File: config.mk
export PLATFORM = sky130hd
export DESIGN_NAME = loop_ctrl
export DESIGN_NICKNAME = d
export VERILOG_FILES = /design/src/rtl/loop_pkg.sv /design/src/rtl/loop_ctrl.sv
export SDC_FILE = /design/constraint.sdc
export NUM_CORES = 1
export LEC_CHECK = 0
export ABC_AREA = 0
export BUFFER_PORTS_ARGS = -buffer_cell sky130_fd_sc_hd__clkbuf_2
export CAP_MARGIN = 20
export CORE_ASPECT_RATIO = 0.9
export CORE_UTILIZATION = 40
export CTS_CLUSTER_DIAMETER = 30
export DETAILED_ROUTE_END_ITERATION = 7
export PLACE_DENSITY = 0.69
export SYNTH_ARGS = -nofsm -noshare
export SYNTH_HDL_FRONTEND = slang
export SYNTH_SLANG_ARGS = --single-unit
File: constraint.sdc
create_clock -name clk -period 4 [get_ports clk]
set_input_delay 1.2 -clock clk [delete_from_list [all_inputs] [get_ports clk]]
set_output_delay 1.2 -clock clk [all_outputs]
set_load 0.05 [all_outputs]
File: src/rtl/loop_pkg.sv
// Shared definitions for the bracket-loop controller: FSM states, bracket opcodes, fault causes.
// Latency: n/a (types and constants only).
// Backpressure: n/a.
package loop_pkg;

    // Bracket opcodes (ASCII)
    localparam logic [7:0] OP_OPEN  = 8'h5B;  // '['
    localparam logic [7:0] OP_CLOSE = 8'h5D;  // ']'

    typedef enum logic [1:0] {
        ST_RUN    = 2'd0,
        ST_SKIP   = 2'd1,
        ST_BRANCH = 2'd2,
        ST_ERROR  = 2'd3
    } state_e;

    typedef enum logic [1:0] {
        ERR_NONE     = 2'd0,
        ERR_OVF      = 2'd1,
        ERR_UNF      = 2'd2,
        ERR_SKIP_OVF = 2'd3
    } err_code_e;

endpackage

File: src/rtl/loop_ctrl.sv
// Loop controller: resolves '[' / ']' against a parent-owned return stack, skips zero-cell loop bodies.
// Latency: stack strobes and exec_en are combinational on accept; a taken ']' redirects one cycle later.
// Backpressure: instr_ready drops for the one redirect cycle and permanently in ERROR until reset.
module loop_ctrl
    import loop_pkg::*;
#(
    parameter int PC_W   = 8,
    parameter int SKIP_W = 7
) (
    input  logic            clk,
    input  logic            reset,
    input  logic            instr_valid,
    input  logic [7:0]      instr,
    input  logic [PC_W-1:0] instr_pc,
    input  logic            cell_zero,
    output logic            instr_ready,
    output logic            exec_en,
    output logic            br_valid,
    output logic [PC_W-1:0] br_target,
    output logic            stk_push,
    output logic            stk_pop,
    output logic [PC_W-1:0] stk_din,
    input  logic [PC_W-1:0] stk_dout,
    input  logic            stk_empty,
    input  logic            stk_full,
    output logic            err,
    output logic [1:0]      err_code
);

    localparam logic [SKIP_W-1:0] DEPTH_MAX = {SKIP_W{1'b1}};
    localparam logic [SKIP_W-1:0] DEPTH_ONE = SKIP_W'(1);

    state_e            state;
    err_code_e         err_code_q;
    logic [SKIP_W-1:0] depth;

    logic accept;
    logic is_open;
    logic is_close;
    logic in_run;

    assign is_open  = (instr == OP_OPEN);
    assign is_close = (instr == OP_CLOSE);
    assign in_run   = (state == ST_RUN);

    // Ready only in RUN/SKIP; held low during reset so nothing is accepted while it is asserted.
    assign instr_ready = !reset && (state == ST_RUN || state == ST_SKIP);
    assign accept      = instr_valid && instr_ready;

    // Same-cycle strobes to the stack and datapath; faulting brackets produce none of them.
    assign stk_push = accept && in_run && is_open  && !cell_zero && !stk_full;
    assign stk_pop  = accept && in_run && is_close && !stk_empty &&  cell_zero;
    assign stk_din  = stk_push ? instr_pc : '0;
    assign exec_en  = accept && in_run && !is_open && !is_close;

    assign err_code = err_code_q;

    // FSM with registered redirect/fault outputs and forward-skip nesting depth.
    always_ff @(posedge clk) begin
        if (reset) begin
            state      <= ST_RUN;
            depth      <= '0;
            br_valid   <= 1'b0;
            br_target  <= '0;
            err        <= 1'b0;
            err_code_q <= ERR_NONE;
        end else begin
            br_valid <= 1'b0;
            case (state)
                ST_RUN: begin
                    if (accept && is_open) begin
                        if (cell_zero) begin
                            depth <= DEPTH_ONE;
                            state <= ST_SKIP;
                        end else if (stk_full) begin
                            err        <= 1'b1;
                            err_code_q <= ERR_OVF;
                            state      <= ST_ERROR;
                        end
                    end else if (accept && is_close) begin
                        if (stk_empty) begin
                            err        <= 1'b1;
                            err_code_q <= ERR_UNF;
                            state      <= ST_ERROR;
                        end else if (!cell_zero) begin
                            // Jump to the instruction just after the matching '['
                            br_target <= stk_dout + PC_W'(1);
                            br_valid  <= 1'b1;
                            state     <= ST_BRANCH;
                        end
                    end
                end
                ST_SKIP: begin
                    if (accept && is_open) begin
                        if (depth == DEPTH_MAX) begin
                            err        <= 1'b1;
                            err_code_q <= ERR_SKIP_OVF;
                            state      <= ST_ERROR;
                        end else begin
                            depth <= depth + DEPTH_ONE;
                        end
                    end else if (accept && is_close) begin
                        depth <= depth - DEPTH_ONE;
                        if (depth == DEPTH_ONE) begin
                            state <= ST_RUN;
                        end
                    end
                end
                ST_BRANCH: begin
                    state <= ST_RUN;
                end
                default: begin
                    // ST_ERROR: everything frozen until reset
                    state <= ST_ERROR;
                end
            endcase
        end
    end

endmodule

* Word-level counts from Yosys, hierarchy flattened *
Index checks and enable logic that the tools add are counted.

operators by class
  add/subtract/negate cells = 3
  equality and inequality tests = 20
  muxes and demuxes = 34
  bitwise operators = 5
  reductions and logical operators = 27

operators with widths
  cell                                                    count
  two-way mux 7 bit                                       5
  two-way mux 2 bit                                       16
  equality test 8 x 7 -> 1 bit (second input constant)    2
  one-hot mux 7 bit (2 select lines)                      1
  logical AND 1 bit                                       13
  AND reduction 5 bit                                     2
  inequality test 3 x 1 -> 1 bit (second input constant)  3
  inequality test 3 bit (second input constant)           3
  adder 8 x 1 -> 8 bit (second input constant)            1
  two-way mux 1 bit                                       8
  two-way mux 8 bit                                       1
  adder 7 x 1 -> 7 bit (second input constant)            1
  equality test 7 x 1 -> 1 bit (second input constant)    1
  equality test 7 bit (second input constant)             1
  AND reduction 7 bit                                     1
  subtractor 7 x 1 -> 7 bit (second input constant)       1
  zero test 1 bit                                         6
  inequality test 2 x 1 -> 1 bit (second input constant)  3
  inequality test 3 x 2 -> 1 bit (second input constant)  2
  one-hot mux 2 bit (3 select lines)                      1
  AND reduction 6 bit                                     1
  NOT 1 bit                                               5
  OR reduction 5 bit                                      1
  inequality test 4 x 3 -> 1 bit (second input constant)  1
  other kinds (9)                                         9

word-level totals
  bits in registers = 21
  bits of input ports = 30
  output and inout bits = 24
  logic and storage cells = 95

* Longest topological paths before layout *
  depth in word-level cells = 9
  mapped depth = 8
  depth with buffers taken out = 6

* Worst setup path after synthesis *
OpenSTA, ideal clock, no wires.

  path kind = input port to output port
  start point = input port reset
  end point = output port stk_pop
  arrival = 3.421 ns
  required time = 2.800 ns
  path slack = -0.621 ns
  stages on the path = 3
  buffers on the path = 0
  cell sequence = or3b_4 -> nor3_2 -> nor4bb_1

on the way
  cells in the longest elaborated chain, start to end = 7

ends and longest elaborated chain
  element                          RTL line         source
  start: declaration               loop_ctrl.sv:11  input logic reset,
  zero test 1 bit                  loop_ctrl.sv:47  assign instr_ready = !reset && (state == ST_RUN || state == ST_SKIP);
  logical AND 1 bit                loop_ctrl.sv:47
  logical AND 1 bit                loop_ctrl.sv:48  assign accept = instr_valid && instr_ready;
  logical AND 1 bit (4 in series)  loop_ctrl.sv:52  assign stk_pop = accept && in_run && is_close && !stk_empty && cell_zero;
  end: declaration                 loop_ctrl.sv:21  output logic stk_pop,

No other way between the ends.

* Worst setup path after layout *
  start point = input port reset
  end point = output port stk_din[7]

on the way
  cells in the longest elaborated chain, start to end = 8

ends and longest elaborated chain
  element                          RTL line         source
  zero test 1 bit                  loop_ctrl.sv:47
  logical AND 1 bit                loop_ctrl.sv:47
  logical AND 1 bit                loop_ctrl.sv:48
  logical AND 1 bit (4 in series)  loop_ctrl.sv:51  assign stk_push = accept && in_run && is_open && !cell_zero && !stk_full;
  two-way mux 8 bit                loop_ctrl.sv:53  assign stk_din = stk_push ? instr_pc : '0;
  end: declaration                 loop_ctrl.sv:22  output logic [PC_W-1:0] stk_din,

No other way between the ends.

==> reports/results.txt <==
For the leakage power of the design, the log shows 0.759 nW. The most numerous cell type found on the critical path is sky130_fd_sc_hd__clkbuf_2. The logs give 259 for the net count reported at finish and 0.25 ns for the later-pin clock latency in the skew report. The run gives 327 as the layout filler cell count. Detailed routing inserted a total of 1,448 vias.

STA classifies the critical path endpoint as a primary output. The worst stage delay on the critical path was 0.40 ns; the residual antenna-violating net count after detailed routing was 0. The number of antenna violations at the first check in global routing is 0. For the area of the core, the log shows 3190 um2.

After detailed routing, the number of remaining DRC violations is 0. Among all stages on the critical path, the largest delay is contributed by sky130_fd_sc_hd__or3b_4. The CTS buffer count was 3. The type of element launching the critical path is a primary input.

The run gives 0.195 as the global-route total usage across every layer. In the synthesized netlist, the number of instances is 172. The number of gates resized after CTS was 0.

The tools report the critical path startpoint as reset. The longest clock path from root to sink contains 2 buffers. The worst-case IR drop observed on VDD is 0.121 mV. The number of nets in the synthesized netlist is 206. The number of max-slew violations in the final report came out at 0. Setup repair after global routing left no endpoint under its margin.

The repair_antennas step left the layout with diodes totalling 0. Measured along the x axis, the die boundary spans 64.1 um. The flow ran to the end, and the final reports show no timing, DRC or antenna violations. Yosys attributes the largest share of cell area to sky130_fd_sc_hd__dfxtp_1 30%, sky130_fd_sc_hd__nor2_1 7.0%, sky130_fd_sc_hd__a211oi_1 6.0%.

sky130_fd_sc_hd__dfxtp_1 takes more of the synthesized area than any other cell. STA puts the critical path data arrival time at 2.66 ns. For this run the aggregate overflow at the end of global routing stands at 0.

The routed length per placed instance was 12.6 um; the depth of the most critical reg-to-reg path was 5. After detailed routing, the total wire length is 3350 um. The power density normalized to cell area came out at 223 nW/um2.

The clock drives 21 sinks. The height of the die is 57.9 um, and the post-route fraction of the period consumed by the critical path is 0.965. For the starting utilization of the core area, the log shows 0.435. After clock tree synthesis, the clock-pin slew on the worst setup and hold paths is 0.07 ns.

The synthesized design contains 21 register bits. The first global-routing pass estimated 5710 um of wire. The design draws 0.000395 W.

The run gives 19 as the number of placement rows. The run gives 0.00161 ns as the worst clock skew on the final layout. In this run the worst setup path terminates at stk_din[7]. Final hold analysis gives a worst-case slack of 0.477 ns. Clock tree synthesis selected as its root buffer the cell sky130_fd_sc_hd__clkbuf_8. For the worst setup path, the data required time is 2.80 ns.

The critical register-to-register path endpoint is depth[3]$_SDFFE_PP0P_. The number of setup buffers added after CTS was 0; the routed via count divided by cell count was 5.44. Max-cap violations in this run came to 0. The logs give 1,327 for the number of global-route vias before repair and 1.81 ns for the internal reg-to-reg setup slack. After synthesis, the mean cell area works out to 8.06 um2. The worst hold path class was register to register. From synthesis to final layout, the design area changed by 27.9%. Largest fanout of any net on the critical path: 9. The tools report the final RePlAce weighted congestion as 0.819. The count of port buffers added during placement is 53. The number of buffers inserted for hold repair after clock tree synthesis was 0; the count of flip-flops with a built-in enable after synthesis was 0. The minimum clock period after layout is 3.86 ns. The first detailed-routing pass ran for 4 iterations. The setup-violating endpoint count in the final report was 0; the maximum clock rate was 259 MHz. The floorplan step defined a die boundary enclosing 3710 um2.

The run gives 0 ns as the total negative setup slack. The startpoint identified for the worst register-to-register timing path is state[1]$_SDFFE_PP0P_. Area share of the largest cell type after synthesis: 0.303. Yosys printed 0 warnings.

During I/O placement, the number of pins put on the boundary was 54. The total half-perimeter wirelength after legalization and detailed placement is 2690 um. The critical path class was primary input to primary output.

The tools report the unique cell type count in the Yosys netlist as 47. In this run the cell area of the synthesized design comes to 1390 um2. The critical path goes through clkbuf_2 -> or3b_4 -> nor4_2 -> and3_1 -> and2_2 -> clkbuf_2.

The share of post-route cells with drive strength above 1 works out to 0.339. At the pin with the least slew margin, the transition time is 0.580 ns. The hold violation total from the final report was 0; the count of H-tree levels built during CTS was 1.

Among all flip-flop cells after synthesis, the most frequent one is sky130_fd_sc_hd__dfxtp_1. Largest net degree at the start of global routing: 21. TritonCTS built the clock tree.

The post-synthesis async set-or-reset flop share works out to 0. The run gives 0.303 as the sequential-to-total area share from yosys stat. The worst slew margin relative to its limit is 0.612. The detailed router finished its first iteration with 39 violations.
==> worst min-delay path by stage <==
stage	start	end	slack [ns]	cells after the start
6_report	err$_SDFFE_PP0P_	err$_SDFFE_PP0P_	0.48	2
5_1_grt	err$_SDFFE_PP0P_	err$_SDFFE_PP0P_	0.51	2
4_1_cts	err$_SDFFE_PP0P_	err$_SDFFE_PP0P_	0.48	2
3_5_place_dp	err$_SDFFE_PP0P_	err$_SDFFE_PP0P_	0.47	2
3_3_place_gp	err$_SDFFE_PP0P_	err$_SDFFE_PP0P_	0.46	2
2_1_floorplan	depth[1]$_SDFFE_PP0P_	depth[1]$_SDFFE_PP0P_	0.50	2
==> sequential cells by signal (all words and copies together) (netlist names) <==
register,cells
state,2
br_valid,1
err_code,2
depth,7
br_target,8
err,1
==> synth_stat cells (2+ instances only) <==
| cell type | count |
|---|---|
| sky130_fd_sc_hd__xnor2_1 | 3 |
| sky130_fd_sc_hd__inv_1 | 6 |
| sky130_fd_sc_hd__and3_1 | 2 |
| sky130_fd_sc_hd__nor2_1 | 26 |
| sky130_fd_sc_hd__nor4_2 | 2 |
| sky130_fd_sc_hd__dfxtp_1 | 21 |
| sky130_fd_sc_hd__o21a_1 | 2 |
| sky130_fd_sc_hd__o211ai_1 | 2 |
| sky130_fd_sc_hd__a211oi_1 | 11 |
| sky130_fd_sc_hd__mux2i_1 | 3 |
| sky130_fd_sc_hd__nand2_1 | 9 |
| sky130_fd_sc_hd__nand4_1 | 4 |
| sky130_fd_sc_hd__o21ai_0 | 2 |
| sky130_fd_sc_hd__and2_1 | 9 |
| sky130_fd_sc_hd__xor2_1 | 5 |
| sky130_fd_sc_hd__ha_1 | 4 |
| sky130_fd_sc_hd__buf_2 | 4 |
| sky130_fd_sc_hd__nand3_1 | 9 |
| sky130_fd_sc_hd__a21oi_1 | 6 |
| sky130_fd_sc_hd__or4_1 | 2 |
| sky130_fd_sc_hd__nand2b_1 | 5 |
| sky130_fd_sc_hd__clkbuf_1 | 3 |
| sky130_fd_sc_hd__nor2b_1 | 3 |
| sky130_fd_sc_hd__o41ai_1 | 2 |
| sky130_fd_sc_hd__a211o_1 | 3 |
| sky130_fd_sc_hd__nor4_1 | 2 |
| sky130_fd_sc_hd__nand3b_1 | 2 |
==> stage by stage <==
step	instance area (um2)	setup slack, ns	utilization	cells
2_1_floorplan	1410	0.000852	-	172
5_1_grt	1770	0.0414	0.557	266
3_3_place_gp	1730	0.214	0.542	262
3_5_place_dp	1730	0.146	0.542	262
4_1_cts	1770	0.141	0.557	266
6_report	1770	0.139	0.557	266
==> cell type report <==
type / instances / area [um2] / area share
inverters: 6 / 22.5 / 0.0127
well taps: 42 / 52.6 / 0.0296
clock buffers: 4 / 45.0 / 0.0254
repair buffers: 57 / 310 / 0.175
flip-flops and latches: 21 / 420 / 0.237
multi-input cells: 136 / 922 / 0.520
==> cell families (layout without fill, tap and decap cells) <==
logic type                 count (synthesis)  in the layout  share of synthesized area
DFF                                       21             21                      0.303
buffers and inverters                     15             67                     0.0496
and+or+nand+nor                           86             86                      0.351
xor gates and xnor gates                   8              8                     0.0505
AOI/OAI and AO/OA                         35             35                      0.188
muxes                                      3              3                     0.0217
adders and majority gates                  4              4                     0.0361
==> placed cells by master (no fill, tap or decap), types with 2 or more instances in the layout <==
master,netlist,routed
sky130_fd_sc_hd__dfxtp_1,21,21
sky130_fd_sc_hd__inv_1,6,6
sky130_fd_sc_hd__or4_1,2,2
sky130_fd_sc_hd__ha_1,4,4
sky130_fd_sc_hd__and3_1,2,2
sky130_fd_sc_hd__nor4_1,2,2
sky130_fd_sc_hd__nor4_2,2,2
sky130_fd_sc_hd__a211oi_1,11,11
sky130_fd_sc_hd__nand3_1,9,9
sky130_fd_sc_hd__o21a_1,2,2
sky130_fd_sc_hd__nand2b_1,5,5
sky130_fd_sc_hd__nor2_1,26,26
sky130_fd_sc_hd__a21oi_1,6,6
sky130_fd_sc_hd__nand2_1,9,9
sky130_fd_sc_hd__o211ai_1,2,2
sky130_fd_sc_hd__o21ai_0,2,2
sky130_fd_sc_hd__buf_4,0,4
sky130_fd_sc_hd__and2_2,0,8
sky130_fd_sc_hd__a211o_1,3,3
sky130_fd_sc_hd__clkbuf_2,0,52
sky130_fd_sc_hd__mux2i_1,3,3
sky130_fd_sc_hd__nor2b_1,3,3
sky130_fd_sc_hd__clkbuf_8,0,3
sky130_fd_sc_hd__nand4_1,4,4
sky130_fd_sc_hd__xor2_1,5,5
sky130_fd_sc_hd__xnor2_1,3,3
sky130_fd_sc_hd__nand3b_1,2,2
sky130_fd_sc_hd__o41ai_1,2,2
==> worst max-delay path, delay by kind of cell <==
| family | cells | cell delay, ns |
|---|---|---|
| and+or+nand+nor | 4 | 1.10 |
| buffers and inverters | 2 | 0.35 |
==> power breakdown <==
| part | leakage [nW] | switching (W) | internal (W) | total (W) |
|---|---|---|---|---|
| Combinational | 0.567 | 0.0000286 | 0.0000232 | 0.0000518 |
| Clock | 0.0228 | 0.0000632 | 0.0000708 | 0.000134 |
| Sequential | 0.169 | 0.000000129 | 0.000209 | 0.000209 |
==> metal layers <==
| metal | share of wire | global-route usage | vias up | routed length [um] |
|---|---|---|---|---|
| li1 | - | - | 734 | - |
| met1 | 0.47 | 0.239 | 644 | 1590 |
| met2 | 0.44 | 0.342 | 65 | 1460 |
| met3 | 0.078 | 0.0354 | 5 | 261 |
| met4 | 0.012 | 0.0682 | 0 | 41 |
| met5 | 0 | 0 | - | 0 |
No activity file was read; power rests on OpenSTA's default activity.
